### src/rtl/clock_div_bank.sv
// clock_div_bank
//   Bank of NCH programmable clock dividers, all clocked from dll_clk.
//   Each channel produces a registered divided clock, adopts a new divisor
//   only at period boundaries, stops cleanly at the end of a period, and has
//   its own staged active-low reset that releases after RST_STAGES rising
//   edges of its output. A global realign restarts all enabled channels in phase.
//
// Ports
//   dll_clk      in   source clock, all state on posedge
//   resetb       in   asynchronous active-low master reset
//   div_in       in   NCH*WIDTH divisors, channel i at [i*WIDTH +: WIDTH]
//                     (0 and 1 clamp to 2)
//   enable       in   NCH per-channel run requests
//   realign      in   synchronous pulse, phase-aligns enabled channels
//   ext_reset    in   positive-sense reset, combinational into resetb_sync
//   clk_out      out  NCH divided clocks (registered)
//   div_ack      out  NCH one-cycle pulses when a divisor is adopted
//   running      out  NCH channel is in RUN
//   resetb_sync  out  NCH staged active-low channel resets
module clock_div_bank #(
  parameter int NCH        = 4,
  parameter int WIDTH      = 8,
  parameter int RST_STAGES = 3
) (
  input  logic                 dll_clk,
  input  logic                 resetb,
  input  logic [NCH*WIDTH-1:0] div_in,
  input  logic [NCH-1:0]       enable,
  input  logic                 realign,
  input  logic                 ext_reset,
  output logic [NCH-1:0]       clk_out,
  output logic [NCH-1:0]       div_ack,
  output logic [NCH-1:0]       running,
  output logic [NCH-1:0]       resetb_sync
);

  localparam int SW = (RST_STAGES > 0) ? $clog2(RST_STAGES + 1) : 1;

  typedef enum logic [1:0] {
    S_IDLE  = 2'd0,
    S_RUN   = 2'd1,
    S_ALIGN = 2'd2
  } state_t;

  for (genvar g = 0; g < NCH; g++) begin : g_ch
    state_t           r_state, w_state_nxt;
    logic [WIDTH-1:0] r_cnt, w_cnt_nxt;
    logic [WIDTH-1:0] r_act, w_act_nxt;
    logic [SW-1:0]    r_stage, w_stage_nxt;
    logic             r_out, w_out_nxt;
    logic             r_ack, w_ack_nxt;
    logic             r_prev;

    logic [WIDTH-1:0] w_div;
    logic [WIDTH-1:0] w_nclamp;
    logic [WIDTH:0]   w_hi;
    logic [WIDTH:0]   w_cnt_inc;
    logic             w_term;

    assign w_div     = div_in[g*WIDTH +: WIDTH];
    assign w_nclamp  = (w_div < WIDTH'(2)) ? WIDTH'(2) : w_div;
    // One extra bit so act = 2^WIDTH-1 does not wrap.
    assign w_hi      = ({1'b0, r_act} + (WIDTH+1)'(1)) >> 1;
    assign w_cnt_inc = {1'b0, r_cnt} + (WIDTH+1)'(1);
    assign w_term    = (w_cnt_inc == {1'b0, r_act});

    always_comb begin
      w_state_nxt = r_state;
      w_cnt_nxt   = r_cnt;
      w_act_nxt   = r_act;
      w_out_nxt   = r_out;
      w_ack_nxt   = 1'b0;
      w_stage_nxt = r_stage;

      case (r_state)
        S_IDLE: begin
          w_out_nxt = 1'b0;
          if (realign && enable[g]) begin
            w_state_nxt = S_ALIGN;
            w_cnt_nxt   = '0;
          end else if (enable[g]) begin
            w_state_nxt = S_RUN;
            w_cnt_nxt   = '0;
            w_act_nxt   = w_nclamp;
            w_out_nxt   = 1'b1;
            w_ack_nxt   = 1'b1;
          end
        end
        S_RUN: begin
          if (realign) begin
            w_state_nxt = S_ALIGN;
            w_cnt_nxt   = '0;
            w_out_nxt   = 1'b0;
          end else if (w_term) begin
            if (enable[g]) begin
              w_cnt_nxt = '0;
              w_act_nxt = w_nclamp;
              w_out_nxt = 1'b1;
              w_ack_nxt = 1'b1;
            end else begin
              w_state_nxt = S_IDLE;
              w_out_nxt   = 1'b0;
            end
          end else begin
            w_cnt_nxt = w_cnt_inc[WIDTH-1:0];
            w_out_nxt = (w_cnt_inc < w_hi);
          end
        end
        S_ALIGN: begin
          w_out_nxt = 1'b0;
          w_cnt_nxt = '0;
          if (!realign) begin
            if (enable[g]) begin
              w_state_nxt = S_RUN;
              w_act_nxt   = w_nclamp;
              w_out_nxt   = 1'b1;
              w_ack_nxt   = 1'b1;
            end else begin
              w_state_nxt = S_IDLE;
            end
          end
        end
        default: begin
          w_state_nxt = S_IDLE;
          w_out_nxt   = 1'b0;
        end
      endcase

      // Stage counts visible rising edges of the registered output, so the
      // channel reset releases in the cycle after the final counted edge.
      if (r_state == S_IDLE) begin
        w_stage_nxt = SW'(RST_STAGES);
      end else if (r_out && !r_prev && (r_stage != '0)) begin
        w_stage_nxt = r_stage - SW'(1);
      end
    end

    always_ff @(posedge dll_clk or negedge resetb) begin
      if (!resetb) begin
        r_state <= S_IDLE;
        r_cnt   <= '0;
        r_act   <= WIDTH'(2);
        r_stage <= SW'(RST_STAGES);
        r_out   <= 1'b0;
        r_ack   <= 1'b0;
        r_prev  <= 1'b0;
      end else begin
        r_state <= w_state_nxt;
        r_cnt   <= w_cnt_nxt;
        r_act   <= w_act_nxt;
        r_stage <= w_stage_nxt;
        r_out   <= w_out_nxt;
        r_ack   <= w_ack_nxt;
        r_prev  <= r_out;
      end
    end

    assign clk_out[g]     = r_out;
    assign div_ack[g]     = r_ack;
    assign running[g]     = (r_state == S_RUN);
    assign resetb_sync[g] = (r_stage == '0) & ~ext_reset & (r_state != S_IDLE);
  end

endmodule

### config.mk
export PLATFORM = sky130hd
export DESIGN_NAME = clock_div_bank
export DESIGN_NICKNAME = d
export VERILOG_FILES = /design/src/rtl/clock_div_bank.sv
export SDC_FILE = /design/constraint.sdc
export NUM_CORES = 1
export LEC_CHECK = 0
export ABC_AREA = 1
export BUFFER_PORTS_ARGS = -buffer_cell sky130_fd_sc_hd__buf_2
export CAP_MARGIN = 30
export CORE_MARGIN = 4
export CORE_UTILIZATION = 60
export CTS_BUF_LIST = sky130_fd_sc_hd__clkbuf_2
export CTS_CLUSTER_SIZE = 30
export DETAILED_ROUTE_END_ITERATION = 8
export HOLD_SLACK_MARGIN = 0.08
export PLACE_DENSITY = 0.79
export SETUP_SLACK_MARGIN = 0.2
export SLEW_MARGIN = 20
export SYNTH_ARGS = -nofsm -noshare
export SYNTH_HDL_FRONTEND = slang
export SYNTH_SLANG_ARGS = --single-unit
### constraint.sdc
create_clock -name dll_clk -period 7.1 [get_ports dll_clk]
set_clock_uncertainty 0.2 [all_clocks]
set_input_delay 0.71 -clock dll_clk [delete_from_list [all_inputs] [get_ports dll_clk]]
set_output_delay 0.71 -clock dll_clk [all_outputs]
set_load 0.005 [all_outputs]
== Word level (Yosys, flattened, before mapping) ==
Cells that the tools add are included.

* Bitwise gates (word level): 9
* Equal/unequal tests: 40
* $mul: 0
* Div/mod/pow operators: 0
* $lt $le $gt $ge: 8
* Reduce and logical (&&, ||, !) cells: 48
* Add/sub/neg operators: 12
* Shifts and indexed selects: 0
* Multiplexer cells: 124

{| class="wikitable"
|+ Operator list
! kind !! number
|-
| 2-to-1 mux 8 bit || 40
|-
| one-hot mux 8 bit (3 select lines) || 8
|-
| adder 8 x 1 -> 9 bit, second input constant || 8
|-
| 2-to-1 mux 2 bit || 32
|-
| equality test 9 x 8 -> 1 bit || 4
|-
| < comparator 9 x 8 -> 1 bit || 4
|-
| < comparator 8 x 2 -> 1 bit, second input constant || 4
|-
| 2-to-1 mux 1 bit || 32
|-
| inequality test 2 bit, second input constant || 12
|-
| inequality test 3 bit, second input constant || 8
|-
| one-hot mux 1 bit (3 select lines) || 8
|-
| one-hot mux 2 bit (3 select lines) || 4
|-
| nonzero test 2 bit || 12
|-
| AND reduction 5 bit || 4
|-
| zero test 2 bit || 8
|-
| AND reduction 4 bit || 4
|-
| logical AND 1 bit || 12
|-
| inequality test 3 x 2 -> 1 bit, second input constant || 4
|-
| nonzero test 3 bit || 4
|-
| AND 1 bit || 8
|-
| equality test 2 x 1 -> 1 bit, second input constant || 4
|-
| equality test 2 bit, second input constant || 4
|-
| inequality test 2 x 1 -> 1 bit, second input constant || 4
|-
| subtractor 2 x 1 -> 2 bit, second input constant || 4
|-
| 2 further kinds || 5
|}

* Output and inout port bits: 16
* Register bits after elaboration: 92
* Latch bits: 0
* Word-level logic and storage cells: 269
* Memories: 0
* Memory bits (writable): 0
* Memory bits (read-only): 0

== Logic depth before layout (Yosys ltp) ==
* Depth after elaboration: 6
* Mapped depth: 17

== Least setup slack after synthesis ==
No wires, ideal clock.

* Kind: reg-to-reg
* Start: register g_ch[1].r_act[1]
* End: register g_ch[1].r_out
* Clock period less this slack: 2,433 ps
* Cell stages (with the launch flop): 15
* Slack: 4,667 ps
* Arrival time: 2,097 ps
* Setup time: 136 ps
* Cells stage by stage: dfstp_2 inv_1 nor3_1 nand3_1 nor2_1 nand2_1 xor2_1 ha_1 nand2_1 nor3_1 nand3b_1 nand2_1 nand2_1 nand2_1 a21oi_1

* Cells in the longest elaborated chain, start to end: 5

{| class="wikitable"
|+ Ends and longest elaborated chain
! element !! line !! source
|-
| from (decl) || 48 || <nowiki>logic [WIDTH-1:0] r_act, w_act_nxt;</nowiki>
|-
| from (signal assigned) || 150 || <nowiki>r_act <= w_act_nxt;</nowiki>
|-
| adder 8 x 1 -> 9 bit || 63 || <nowiki>assign w_hi = ({1'b0, r_act} + (WIDTH+1)'(1)) >> 1;</nowiki>
|-
| < comparator 9 x 8 -> 1 bit || 106 || <nowiki>w_out_nxt = (w_cnt_inc < w_hi);</nowiki>
|-
| 2-to-1 mux 1 bit * || 94 || <nowiki>end else if (w_term) begin</nowiki>
|-
| 2-to-1 mux 1 bit * || 90 || <nowiki>if (realign) begin</nowiki>
|-
| one-hot mux 1 bit (3 select lines) * || 75 || <nowiki>case (r_state)</nowiki>
|-
| net g_ch[1].w_out_nxt || 50 || <nowiki>logic r_out, w_out_nxt;</nowiki>
|-
| to (signal assigned) || 152 || <nowiki>r_out <= w_out_nxt;</nowiki>
|-
| to (decl) || 50 ||
|}

The timed path passes the listed nets; every way through them passes the cells marked *.
A chain may end at the register's enable or synchronous reset.

== Worst setup path after layout ==
* Start: register g_ch[2].r_cnt[0]
* End: register g_ch[2].r_act[2]

* Cells in the longest elaborated chain, start to end: 4

{| class="wikitable"
|+ Ends and longest elaborated chain
! element !! line !! source
|-
| from (decl) || 47 || <nowiki>logic [WIDTH-1:0] r_cnt, w_cnt_nxt;</nowiki>
|-
| from (signal assigned) || 149 || <nowiki>r_cnt <= w_cnt_nxt;</nowiki>
|-
| adder 8 x 1 -> 9 bit || 64 || <nowiki>assign w_cnt_inc = {1'b0, r_cnt} + (WIDTH+1)'(1);</nowiki>
|-
| equality test 9 x 8 -> 1 bit || 65 || <nowiki>assign w_term = (w_cnt_inc == {1'b0, r_act});</nowiki>
|-
| inequality test 2 x 1 -> 1 bit (no line) || - ||
|-
| AND reduction 5 bit (no line) || - ||
|-
| to (signal assigned) || 150 ||
|-
| to (decl) || 48 ||
|}

No other way between the ends.

==> flow_metrics.py <==
metrics = {
    "global_route": {
        "grt_pass1_vias": 7039,
        "grt_pass1_wl_um": 31100,
        "grt_use_total": 0.248,
        "grt_max_degree": 64,
        "antenna_found_initial": 0,
        "grt-ovfl-total": 0,
    },
    "route": {
        "post-route-drc-count": 0,
        "vias_per_cell": 5.20,
        "firstDrtPassIters": 5,
        "post_drt_wl_per_cell_um": 12.1,
        "drt-initial-drc-count": 586,
        "antenna_left": 0,
        "finalWirelength_um": 17800,
        "via_count": 7654,
    },
    "floorplanning": {
        "start_util": 0.624,
        "die_y_um": 123,
        "die-area_um2": 15200,
        "dieWidth_um": 123,
        "num_io_pins": 56,
        "core_um2": 12800,
        "rows": 41,
    },
    "synthesis": {
        "synth_edf_count": 0,
        "yosys.area_share.simple": 0.385,
        "synth_xor_area_frac": 0.0313,
        "ys_ff_latch": 92,
        "synth.area.mux_share": 0,
        "netlist_instances": 1249,
        "synth_cell_types": 38,
        "syn_area_um2": 8000,
        "syn_nets": 1345,
        "synthAdderAreaFrac": 0.0876,
        "synth_compound_area_frac": 0.0928,
        "synth_top_family_by_area": "simple AND/OR/NAND/NOR gates",
        "synth-async-reset-ratio": 1.00,
        "synth.yosys.seq_area_share": 0.290,
        "ys_warn_count": 0,
        "ys.flop_type": "dfrtp_1",
        "avgSynthCellArea_um2": 6.40,
    },
    "worst_setup_path": {
        "rrSetupSlack_ns": 4.26,
        "worstSetupEndpointType": "flop",
        "critPathLaunchType": "flop",
        "crit_fanout": 17,
        "arrival_ns": 3.19,
        "reg2reg_from": "g_ch[2].r_cnt[0]",
        "r2r_cells": 15,
        "rr_endpoint": "g_ch[2].r_act[2]",
        "cp.required_ns": 7.45,
        "timing_worst_setup_path_type": "reg -> reg",
    },
    "timing": {
        "fmax_mhz": 352,
        "slew_headroom": 0.409,
        "period_needed_ns": 2.84,
        "holdWs_ns": 0.110,
        "setup_viol": 0,
        "hold_viol": 0,
        "fin_crit_sh": 0.401,
        "worst_pin_slew_ns": 0.879,
        "drv_slew": 0,
        "rsz0062_at_grt": "no",
        "fin_setup_tns_ns": 0,
    },
    "min_path": {
        "hold_class": "in -> reg",
        "hold_end": "g_ch[2].r_act[7]",
        "hold_path_depth": 3,
        "min-delay-start": "div_in[23]",
    },
    "place": {
        "place_hpwl_um": 13500,
        "place_congestion": 1.02,
        "port_buffers": 55,
    },
    "clock_network": {
        "cts_max_path_buffers": 2,
        "h-tree-depth": 3,
        "cts_setup_buffers": 0,
        "cts_tree": "yes",
        "worstSkewPairLatency_ns": 0.60,
        "clock_sink_count": 92,
        "path_clk_slew_ns": 0.27,
        "cts_buffers": 9,
        "root_buffer": "clkbuf_2",
    },
    "status": {
        "status": "finished clean",
    },
    "finish": {
        "final_nets": 1391,
        "syn2layout_area_growth_pct": 6.51,
        "antenna_cells": 0,
        "drive_above_1_share": 0.102,
    },
    "run": {
        "maxCapViolations": 0,
    },
    "power_and_ir_drop": {
        "clockPowerShare": 0.110,
        "combPwrFrac": 0.525,
        "p_int_mw": 1.27,
        "leakagePower_nw": 4.76,
        "peakVddDrop_uv": 203,
        "seqPwrFrac": 0.365,
        "p_per_area_nw_per_um2": 289,
        "netSwitchingFraction": 0.484,
        "p_sw_mw": 1.19,
    },
}
-- Yosys cell counts (15+ instances only) --
cell type,count,area (um2)
nand2_1,456,1710
inv_1,182,683
nor2_1,115,432
dfrtp_1,80,2000
nand3_1,80,400
ha_1,56,701
a21oi_1,43,215
o21ai_0,36,180
o21ai_1,22,110
xor2_1,20,175
nand4_1,17,106
o21ai_2,15,131
-- per-layer routing --
metal  GRT usage  vias up  part of all wire  wire, um
met3      0.0366       34             0.048       862
li1            -     3987                 -         -
met1       0.338     3441              0.47      8400
met2       0.407      192              0.46      8170
met5           0        -                 0         0
met4      0.0817        0             0.019       340
-- power groups by stage --
stage,sequential (mW),combinational (mW),clock (mW)
after global routing,0.928,1.50,0.302
after detailed placement,0.909,1.28,0
after CTS,0.898,1.29,0.281
after floorplan,0.848,1.06,0
after global placement,0.901,1.26,0
final,0.900,1.29,0.272
-- worst max-delay path by stage --
stage,start,to,slack (ns)
finish,g_ch[2].r_cnt[0],g_ch[2].r_act[2],4.26
global route,g_ch[0].r_cnt[0],g_ch[0].r_act[3],4.00
CTS,g_ch[0].r_state[0],resetb_sync[0],4.26
detailed placement,g_ch[1].r_act[1],g_ch[1].r_out,4.35
global placement,g_ch[1].r_act[1],g_ch[1].r_out,4.37
floorplan,g_ch[1].r_act[1],g_ch[1].r_out,4.67
-- cells in the final DEF, fill, tap and decap left out, types with 2 or more instances in the layout --
cell | Yosys | final
a21oi_1 | 43 | 43
a32oi_1 | 2 | 2
buf_2 | 6 | 54
buf_4 | 9 | 2
clkbuf_2 | 0 | 12
clkinv_1 | 1 | 3
dfrtp_1 | 80 | 80
dfstp_2 | 12 | 12
dlygate4sd3_1 | 0 | 12
ha_1 | 56 | 56
inv_1 | 182 | 182
inv_2 | 3 | 3
nand2_1 | 456 | 456
nand2_2 | 8 | 8
nand2_4 | 2 | 2
nand3_1 | 80 | 80
nand3_4 | 2 | 2
nand3b_1 | 2 | 2
nand4_1 | 17 | 17
nor2_1 | 115 | 115
nor2_2 | 8 | 8
nor2_4 | 10 | 10
nor3_1 | 14 | 14
nor3b_1 | 5 | 5
nor4_1 | 4 | 4
o211ai_1 | 3 | 3
o21a_1 | 4 | 4
o21ai_0 | 36 | 36
o21ai_1 | 22 | 22
o21ai_2 | 15 | 15
o22ai_1 | 2 | 2
xnor2_1 | 6 | 6
xor2_1 | 20 | 20
-- critical path: stages (launching register included) --
cell	delay, ns
dfrtp_1	0.54
ha_1	0.26
nand2_1	0.12
nor2_2	0.14
nand2_1	0.09
nand2_1	0.12
nand2_1	0.07
nand2_1	0.07
inv_1	0.04
nand2_1	0.09
nor2_4	0.06
nand2_4	0.17
nand2_1	0.07
nand2_1	0.35
inv_1	0.18
o21ai_0	0.21
-- per-stage QoR --
| step | instances | utilization | worst slack (ns) | total power [mW] | cell area (um2) |
|---|---|---|---|---|---|
| floorplan | 1249 | - | 4.67 | 1.90 | 8000 |
| global placement | 1443 | 0.646 | 4.37 | 2.16 | 8290 |
| detailed placement | 1443 | 0.646 | 4.35 | 2.19 | 8290 |
| CTS | 1471 | 0.664 | 4.26 | 2.47 | 8510 |
| global route | 1472 | 0.664 | 4.00 | 2.73 | 8520 |
| finish | 1472 | 0.664 | 4.26 | 2.46 | 8520 |
-- cells by family after synthesis --
| group | count (synthesis) |
|---|---|
| adders and majority gates | 56 |
| xor gates and xnor gates | 27 |
| and+or+nand+nor | 724 |
| buffers and inverters | 220 |
| AOI/OAI and AO/OA | 130 |
| DFF | 92 |
-- registers in the layout (all words and copies together) (netlist names) --
signal,flops
g_ch.r_act,32
g_ch.r_stage,8
g_ch.r_ack,4
g_ch.r_prev,4
g_ch.r_out,4
g_ch.r_cnt,32
g_ch.r_state,8
-- cell type report --
cell class | instances | area [um2]
repair buffers | 69 | 410
clock inverters | 5 | 53.8
multi-input cells | 937 | 4770
well taps | 172 | 215
flip-flops and latches | 92 | 2320
inverters | 186 | 698
clock buffers | 11 | 55.1
fillers | 1186 | 4310
-- timing repair --
| item | CTS | global route |
|---|---|---|
| endpoints found under the hold margin | 38 | 0 |
| gates resized for setup | 0 | 0 |
| endpoints found under the setup margin | 0 | 0 |
| hold buffers | 12 | 0 |
No activity file was read; power rests on OpenSTA's default activity.
